$ cat config.mk
export PLATFORM = sky130hd
export DESIGN_NAME = mc_control_unit
export DESIGN_NICKNAME = d
export VERILOG_FILES = /design/src/rtl/mc_control_unit_pkg.sv /design/src/rtl/mc_alu_decode.sv /design/src/rtl/mc_control_unit.sv
export SDC_FILE = /design/constraint.sdc
export NUM_CORES = 1
export LEC_CHECK = 0
export BUFFER_PORTS_ARGS = -buffer_cell sky130_fd_sc_hd__buf_2
export CELL_PAD_IN_SITES_DETAIL_PLACEMENT = 0
export CELL_PAD_IN_SITES_GLOBAL_PLACEMENT = 1
export CORE_MARGIN = 3
export CORE_UTILIZATION = 43
export DETAILED_ROUTE_END_ITERATION = 8
export PLACE_DENSITY_LB_ADDON = 0.1
export SLEW_MARGIN = 5
export SYNTH_ARGS = -nofsm -noshare
export SYNTH_HDL_FRONTEND = slang
export SYNTH_SLANG_ARGS = --single-unit
export TNS_END_PERCENT = 30
$ cat constraint.sdc
create_clock -name clk -period 7.47 [get_ports clk]
set_input_delay 2.241 -clock clk [delete_from_list [all_inputs] [get_ports clk]]
set_output_delay 2.241 -clock clk [all_outputs]
set_load 0.01 [all_outputs]
$ cat src/rtl/mc_control_unit_pkg.sv
// Shared opcodes, funct codes, ALU ops, mux encodings and FSM states
// for the multi-cycle MIPS32 control unit.
package mc_control_unit_pkg;

    localparam logic [5:0] OP_RTYPE = 6'h00;
    localparam logic [5:0] OP_J     = 6'h02;
    localparam logic [5:0] OP_JAL   = 6'h03;
    localparam logic [5:0] OP_BEQ   = 6'h04;
    localparam logic [5:0] OP_BNE   = 6'h05;
    localparam logic [5:0] OP_ADDI  = 6'h08;
    localparam logic [5:0] OP_SLTI  = 6'h0A;
    localparam logic [5:0] OP_ANDI  = 6'h0C;
    localparam logic [5:0] OP_ORI   = 6'h0D;
    localparam logic [5:0] OP_LW    = 6'h23;
    localparam logic [5:0] OP_SW    = 6'h2B;

    localparam logic [5:0] FUNC_SLL = 6'h00;
    localparam logic [5:0] FUNC_SRL = 6'h02;
    localparam logic [5:0] FUNC_JR  = 6'h08;
    localparam logic [5:0] FUNC_ADD = 6'h20;
    localparam logic [5:0] FUNC_SUB = 6'h22;
    localparam logic [5:0] FUNC_AND = 6'h24;
    localparam logic [5:0] FUNC_OR  = 6'h25;
    localparam logic [5:0] FUNC_XOR = 6'h26;
    localparam logic [5:0] FUNC_NOR = 6'h27;
    localparam logic [5:0] FUNC_SLT = 6'h2A;

    localparam logic [3:0] ALUOP_ADD = 4'd0;
    localparam logic [3:0] ALUOP_SUB = 4'd1;
    localparam logic [3:0] ALUOP_AND = 4'd2;
    localparam logic [3:0] ALUOP_OR  = 4'd3;
    localparam logic [3:0] ALUOP_XOR = 4'd4;
    localparam logic [3:0] ALUOP_NOR = 4'd5;
    localparam logic [3:0] ALUOP_SLT = 4'd6;
    localparam logic [3:0] ALUOP_SLL = 4'd7;
    localparam logic [3:0] ALUOP_SRL = 4'd8;

    localparam logic [2:0] SRCB_B    = 3'b000;
    localparam logic [2:0] SRCB_ZEXT = 3'b001;
    localparam logic [2:0] SRCB_SEXT = 3'b010;
    localparam logic [2:0] SRCB_SHL2 = 3'b011;
    localparam logic [2:0] SRCB_FOUR = 3'b100;

    localparam logic [1:0] PCSRC_ALU    = 2'b00;
    localparam logic [1:0] PCSRC_ALUOUT = 2'b01;
    localparam logic [1:0] PCSRC_JUMP   = 2'b10;
    localparam logic [1:0] PCSRC_TRAP   = 2'b11;

    localparam logic [1:0] REGDST_RT = 2'b00;
    localparam logic [1:0] REGDST_RD = 2'b01;
    localparam logic [1:0] REGDST_RA = 2'b10;

    localparam logic [1:0] M2R_ALU = 2'b00;
    localparam logic [1:0] M2R_MDR = 2'b01;
    localparam logic [1:0] M2R_PC  = 2'b10;

    typedef enum logic [3:0] {
        S_IF       = 4'd0,
        S_ID       = 4'd1,
        S_EXE_R    = 4'd2,
        S_EXE_I    = 4'd3,
        S_EXE_BR   = 4'd4,
        S_EXE_ADDR = 4'd5,
        S_EXE_J    = 4'd6,
        S_EXE_JR   = 4'd7,
        S_MEM_LW   = 4'd8,
        S_MEM_SW   = 4'd9,
        S_WB_R     = 4'd10,
        S_WB_I     = 4'd11,
        S_WB_LW    = 4'd12,
        S_TRAP     = 4'd13
    } state_e;

    typedef struct packed {
        logic       ir_write;
        logic       mdr_write;
        logic       a_write;
        logic       b_write;
        logic       alu_out_write;
        logic       reg_write;
        logic [1:0] reg_dst;
        logic [1:0] mem_to_reg;
        logic       alu_src_a;
        logic [2:0] alu_src_b;
        logic [3:0] alu_op;
        logic [1:0] pc_src;
        logic       pc_write;
        logic       iord;
        logic       mem_read;
        logic       mem_write;
        logic       illegal_op;
    } ctrl_t;

endpackage

$ cat src/rtl/mc_alu_decode.sv
// ALU operation / operand-B select decode from op and func,
// plus illegal-instruction detection.
module mc_alu_decode
    import mc_control_unit_pkg::*;
(
    input  logic [5:0] op,
    input  logic [5:0] func,
    output logic [3:0] alu_op,
    output logic [2:0] alu_src_b,
    output logic       illegal
);

    always_comb begin
        alu_op    = ALUOP_ADD;
        alu_src_b = SRCB_B;
        illegal   = 1'b0;
        unique case (1'b1)
            (op == OP_RTYPE): begin
                case (func)
                    FUNC_ADD: alu_op = ALUOP_ADD;
                    FUNC_SUB: alu_op = ALUOP_SUB;
                    FUNC_AND: alu_op = ALUOP_AND;
                    FUNC_OR:  alu_op = ALUOP_OR;
                    FUNC_XOR: alu_op = ALUOP_XOR;
                    FUNC_NOR: alu_op = ALUOP_NOR;
                    FUNC_SLT: alu_op = ALUOP_SLT;
                    FUNC_SLL: alu_op = ALUOP_SLL;
                    FUNC_SRL: alu_op = ALUOP_SRL;
                    FUNC_JR:  alu_op = ALUOP_ADD;
                    default:  illegal = 1'b1;
                endcase
            end
            (op == OP_ADDI): alu_src_b = SRCB_SEXT;
            (op == OP_SLTI): begin
                alu_src_b = SRCB_SEXT;
                alu_op    = ALUOP_SLT;
            end
            (op == OP_ANDI): begin
                alu_src_b = SRCB_ZEXT;
                alu_op    = ALUOP_AND;
            end
            (op == OP_ORI): begin
                alu_src_b = SRCB_ZEXT;
                alu_op    = ALUOP_OR;
            end
            (op == OP_BEQ || op == OP_BNE): alu_op = ALUOP_SUB;
            (op == OP_LW || op == OP_SW): alu_src_b = SRCB_SEXT;
            (op == OP_J || op == OP_JAL): alu_op = ALUOP_ADD;
            default: illegal = 1'b1;
        endcase
    end

endmodule

$ cat src/rtl/mc_control_unit.sv
// Multi-cycle MIPS32 main control FSM with memory wait states.
// Define CTRL_ILLEGAL_TRAP_EN to trap illegal instructions.
module mc_control_unit
    import mc_control_unit_pkg::*;
#(
    parameter int ALUOP_W = 4,
    parameter int CNT_W   = 32
) (
    input  logic               clk,
    input  logic               nrst,
    input  logic [5:0]         op,
    input  logic [5:0]         func,
    input  logic               zero,
    input  logic               mem_ready,
    output logic               ir_write,
    output logic               mdr_write,
    output logic               a_write,
    output logic               b_write,
    output logic               alu_out_write,
    output logic               reg_write,
    output logic [1:0]         reg_dst,
    output logic [1:0]         mem_to_reg,
    output logic               alu_src_a,
    output logic [2:0]         alu_src_b,
    output logic [ALUOP_W-1:0] alu_op,
    output logic [1:0]         pc_src,
    output logic               pc_write,
    output logic               iord,
    output logic               mem_read,
    output logic               mem_write,
    output logic               instr_done,
    output logic [CNT_W-1:0]   instr_count,
    output logic               illegal_op
);

    state_e     state;
    state_e     nxt;
    ctrl_t      c;
    logic       retire;
    logic [3:0] dec_op;
    logic [2:0] dec_srcb;
    logic       dec_illegal;

    mc_alu_decode u_dec (
        .op        (op),
        .func      (func),
        .alu_op    (dec_op),
        .alu_src_b (dec_srcb),
        .illegal   (dec_illegal)
    );

    always_comb begin
        nxt = S_IF;
        case (state)
            S_IF: nxt = mem_ready ? S_ID : S_IF;
            S_ID: begin
                if (dec_illegal) begin
`ifdef CTRL_ILLEGAL_TRAP_EN
                    nxt = S_TRAP;
`else
                    nxt = S_IF;
`endif
                end else begin
                    unique case (1'b1)
                        (op == OP_RTYPE):
                            nxt = (func == FUNC_JR) ? S_EXE_JR : S_EXE_R;
                        (op == OP_BEQ || op == OP_BNE): nxt = S_EXE_BR;
                        (op == OP_LW || op == OP_SW):   nxt = S_EXE_ADDR;
                        (op == OP_J || op == OP_JAL):   nxt = S_EXE_J;
                        default:                        nxt = S_EXE_I;
                    endcase
                end
            end
            S_EXE_R:    nxt = S_WB_R;
            S_EXE_I:    nxt = S_WB_I;
            S_EXE_ADDR: nxt = (op == OP_LW) ? S_MEM_LW : S_MEM_SW;
            S_MEM_LW:   nxt = mem_ready ? S_WB_LW : S_MEM_LW;
            S_MEM_SW:   nxt = mem_ready ? S_IF : S_MEM_SW;
            default:    nxt = S_IF;
        endcase
    end

    // A trap is an abandoned instruction, so it never counts as retired.
    assign retire = (nxt == S_IF) && (state != S_IF) && (state != S_TRAP);

    always_ff @(posedge clk or negedge nrst) begin
        if (!nrst) begin
            state       <= S_IF;
            instr_count <= '0;
        end else begin
            state <= nxt;
            if (retire)
                instr_count <= instr_count + CNT_W'(1);
        end
    end

    always_comb begin
        c = '0;
        if (nrst) begin
            case (state)
                S_IF: begin
                    c.mem_read  = 1'b1;
                    c.alu_src_b = SRCB_FOUR;
                    c.ir_write  = mem_ready;
                    c.pc_write  = mem_ready;
                end
                S_ID: begin
                    c.a_write       = 1'b1;
                    c.b_write       = 1'b1;
                    c.alu_out_write = 1'b1;
                    c.alu_src_b     = SRCB_SHL2;
                end
                S_EXE_R, S_EXE_I: begin
                    c.alu_src_a = 1'b1;
                    c.alu_src_b = dec_srcb;
                    c.alu_op    = dec_op;
                end
                S_EXE_BR: begin
                    c.alu_src_a = 1'b1;
                    c.alu_op    = ALUOP_SUB;
                    c.pc_src    = PCSRC_ALUOUT;
                    c.pc_write  = (op == OP_BEQ) ? zero : ~zero;
                end
                S_EXE_ADDR: begin
                    c.alu_src_a     = 1'b1;
                    c.alu_src_b     = SRCB_SEXT;
                    c.alu_out_write = 1'b1;
                end
                S_EXE_J: begin
                    c.pc_src   = PCSRC_JUMP;
                    c.pc_write = 1'b1;
                    if (op == OP_JAL) begin
                        c.reg_write  = 1'b1;
                        c.reg_dst    = REGDST_RA;
                        c.mem_to_reg = M2R_PC;
                    end
                end
                // JR encodes rt=$0, so A + B passes rs straight to the PC.
                S_EXE_JR: begin
                    c.alu_src_a = 1'b1;
                    c.pc_src    = PCSRC_ALU;
                    c.pc_write  = 1'b1;
                end
                S_MEM_LW: begin
                    c.iord      = 1'b1;
                    c.mem_read  = 1'b1;
                    c.mdr_write = mem_ready;
                end
                S_MEM_SW: begin
                    c.iord      = 1'b1;
                    c.mem_write = 1'b1;
                end
                S_WB_R: begin
                    c.reg_write = 1'b1;
                    c.reg_dst   = REGDST_RD;
                end
                S_WB_I: c.reg_write = 1'b1;
                S_WB_LW: begin
                    c.reg_write  = 1'b1;
                    c.mem_to_reg = M2R_MDR;
                end
`ifdef CTRL_ILLEGAL_TRAP_EN
                S_TRAP: begin
                    c.pc_src     = PCSRC_TRAP;
                    c.pc_write   = 1'b1;
                    c.illegal_op = 1'b1;
                end
`endif
                default: c = '0;
            endcase
        end
    end

    assign ir_write      = c.ir_write;
    assign mdr_write     = c.mdr_write;
    assign a_write       = c.a_write;
    assign b_write       = c.b_write;
    assign alu_out_write = c.alu_out_write;
    assign reg_write     = c.reg_write;
    assign reg_dst       = c.reg_dst;
    assign mem_to_reg    = c.mem_to_reg;
    assign alu_src_a     = c.alu_src_a;
    assign alu_src_b     = c.alu_src_b;
    assign alu_op        = ALUOP_W'(c.alu_op);
    assign pc_src        = c.pc_src;
    assign pc_write      = c.pc_write;
    assign iord          = c.iord;
    assign mem_read      = c.mem_read;
    assign mem_write     = c.mem_write;
    assign illegal_op    = c.illegal_op;
    assign instr_done    = nrst & retire;

endmodule

==> impl_metrics.yaml <==
status:
  status: "finished, final reports clean"
clock_tree:
  clk_latency_ns: 0.29
  htreeDepth: 2
  clock-sinks: 36
  tritoncts: "built"
  ctsResizeCount: 0
  path_clk_slew_ns: 0.07
  holdBufCountCts: 0
  cts_made_buffers: 5
  postCtsSetupRepairBufs: 0
  cts.path.max_buffers: 2
  root_buffer: "clkbuf_8"
power:
  peakVddDrop_uv: 198.8
  power_density_nw_per_um2: 219.0
  power_leakage_nw: 1.553
routing:
  vias: 2493
  drt-initial-drc-count: 120
  wire_per_inst_um: 15.64
  ant_nets: 0
  via_per_inst: 5.602
  first_pass_iters: 5
  drt-total-wl_um: 6958
  drc_errors: 0
placed_design:
  dp_hpwl_um: 5049
  port_buffers: 72
  gp_congestion: 0.8713
synthesis:
  ys_warn_count: 0
  yosys-top-cells-area: "dfrtp_1 (32%), xor2_1 (9.3%), a2111oi_2 (7.5%), nand2_1 (4.7%), a2111oi_4 (3.9%)"
  synth_mux_area_share_pct: 1.110
  synth-seq-cells: 36
  syn_inst: 308
  synth_cell_types: 55
  async_flop_share_pct: 100.0
  synth_top_area_share_pct: 31.97
  synth_compound_area_share_pct: 23.98
  synth_common_cells: "dfrtp_1 (36), nand2_1 (35), xor2_1 (30), nor2_1 (26), nand3_1 (18)"
  syn_area_sq_um: 2818
  seq_area_frac_synth_pct: 31.97
  synthFlopType: "dfrtp_1"
  synth-simple-area-share_pct: 26.07
  synth_fa_ha_area_share_pct: 0.4440
  syn_nets: 325
  yosysMostFrequentCell: "dfrtp_1"
  syn_avg_cell_area_sq_um: 9.148
  yosys.area_share.xor_xnor_pct: 9.947
  synth_area_leader_cell: "dfrtp_1"
  synth_edf_count: 0
  synth_top_family_by_area: "simple AND/OR/NAND/NOR gates"
worst_hold_path:
  hold_path_class: "flip-flop to flip-flop"
  hp-start: "instr_count[31]"
  hold_depth: 1
grt:
  grt_max_degree: 33
  grt_overflow: 0
  track_usage_pct: 19.38
  grt_pass1_wl_um: 11860
  first_global_vias: 2304
  antenna_found_initial: 0
sta:
  relSlewSlack_pct: 56.93
  timing.hold.ws_ns: 0.4640
  worst_pin_slew_ns: 0.6402
  finalCriticalPeriod_ns: 5.996
  post-route-period-util_pct: 80.26
  finalSetupViolCount: 0
  slew_viol_final: 0
  setup_tns_ns: 0
  skew_ns: 0.004603
  hold_violations: 0
  rsz0062_at_grt: "false"
  clock.fmax_ghz: 0.1668
floorplan:
  fp.dieH_um: 86.95
  coreArea_sq_um: 6131
  die_area_sq_um: 7560
  rows: 28
  pin_count: 74
  start_util_pct: 45.96
  die_w_um: 86.95
worst_setup_path:
  critPathMaxFanout: 8
  endpoint: "alu_op[2]"
  start_kind: "input pin"
  startpoint: "func[1]"
  r2r_cells: 6
  cp_data_required_time_ns: 5.23
  cp-end-kind: "primary output"
  reg2reg_to: "instr_count[31]"
  rrSetupSlack_ns: 5.01
  worst_ep_arrival_time_ns: 3.75
  rr_startpoint: "state[1]"
  worst-setup-path-type: "input pin to primary output"
cells_and_area:
  drive_above_1_share_pct: 29.46
  antennaDiodeCount: 0
  fin_nets: 386
  area_growth_pct: 15.41
  fillers: 603
run:
  maxCapViolCount: 0
cell usage in the layout, fill, tap and decap left out, types with 3 or more instances in the layout:
cell / instances
a2111oi_2: 14
a2111oi_4: 4
a211oi_1: 10
a21boi_0: 3
a21oi_1: 8
and2_1: 5
and3_1: 7
buf_2: 72
buf_4: 4
clkbuf_8: 6
dfrtp_1: 36
inv_1: 8
nand2_1: 35
nand2b_1: 4
nand3_1: 18
nand4_1: 10
nand4b_1: 3
nor2_1: 26
nor2b_1: 8
nor3_1: 6
nor4_1: 3
o21ai_0: 6
o21bai_1: 3
xor2_1: 30
sequential cells by signal (all words and copies together), names as in the netlist:
signal / count
instr_count: 32
state: 4
layer usage:
layer  up-vias  track usage, %  share of wire [%]  routed length (um)
met5         -               0                  0                   0
met4         0           5.666               0.73                  51
met3         6           3.311                5.0                 346
met2        57           27.54                 43                2969
met1      1174           29.71                 52                3592
li1       1256               -                  -                   -
cells by family after synthesis:
kind of cell | Yosys count
simple gates | 138
compound gates | 67
flops | 36
xor+xnor | 32
buf+inv | 30
mux | 3
fa+ha+maj | 1
other cells | 1
where the power goes:
group	switching, W	internal, W
Clock	0.0000686	0.0000753
Sequential	0.0000574	0.000219
Combinational	0.000189	0.000103
Total	0.000315	0.000397
critical path: stages:
cell and delay [ns]:
buf_2 0.14, or4_1 0.58, o22ai_1 0.20, nand2_1 0.07, a2111oi_0 0.33, buf_2 0.20
through the flow:
step	std cells	worst slack (ns)	power, W	instance area [sq um]	util (%)
after floorplan	308	1.539	0.0004808	2818	-
after global placement	437	1.525	0.0005693	3162	51.57
after detailed placement	437	1.492	0.0005710	3162	51.57
after CTS	445	1.474	0.0007173	3252	53.04
after global routing	445	1.337	0.0007672	3252	53.04
final	445	1.474	0.0007120	3252	53.04
worst min path at each step:
stage,endpoint
after detailed placement,instr_count[31]
after floorplan,instr_count[31]
after global placement,instr_count[31]
after CTS,instr_count[31]
after global routing,instr_count[31]
final,instr_count[31]
layout make-up:
type | instances | area [sq um] | share of cell area (%)
multi-input cells | 242 | 1747 | 53.71
flip-flops and latches | 36 | 900.9 | 27.70
repair buffers | 76 | 390.4 | 12.00
well taps | 75 | 93.84 | 2.886
clock buffers | 8 | 90.09 | 2.770
inverters | 8 | 30.03 | 0.9234
No activity file was read; power rests on OpenSTA's default activity.
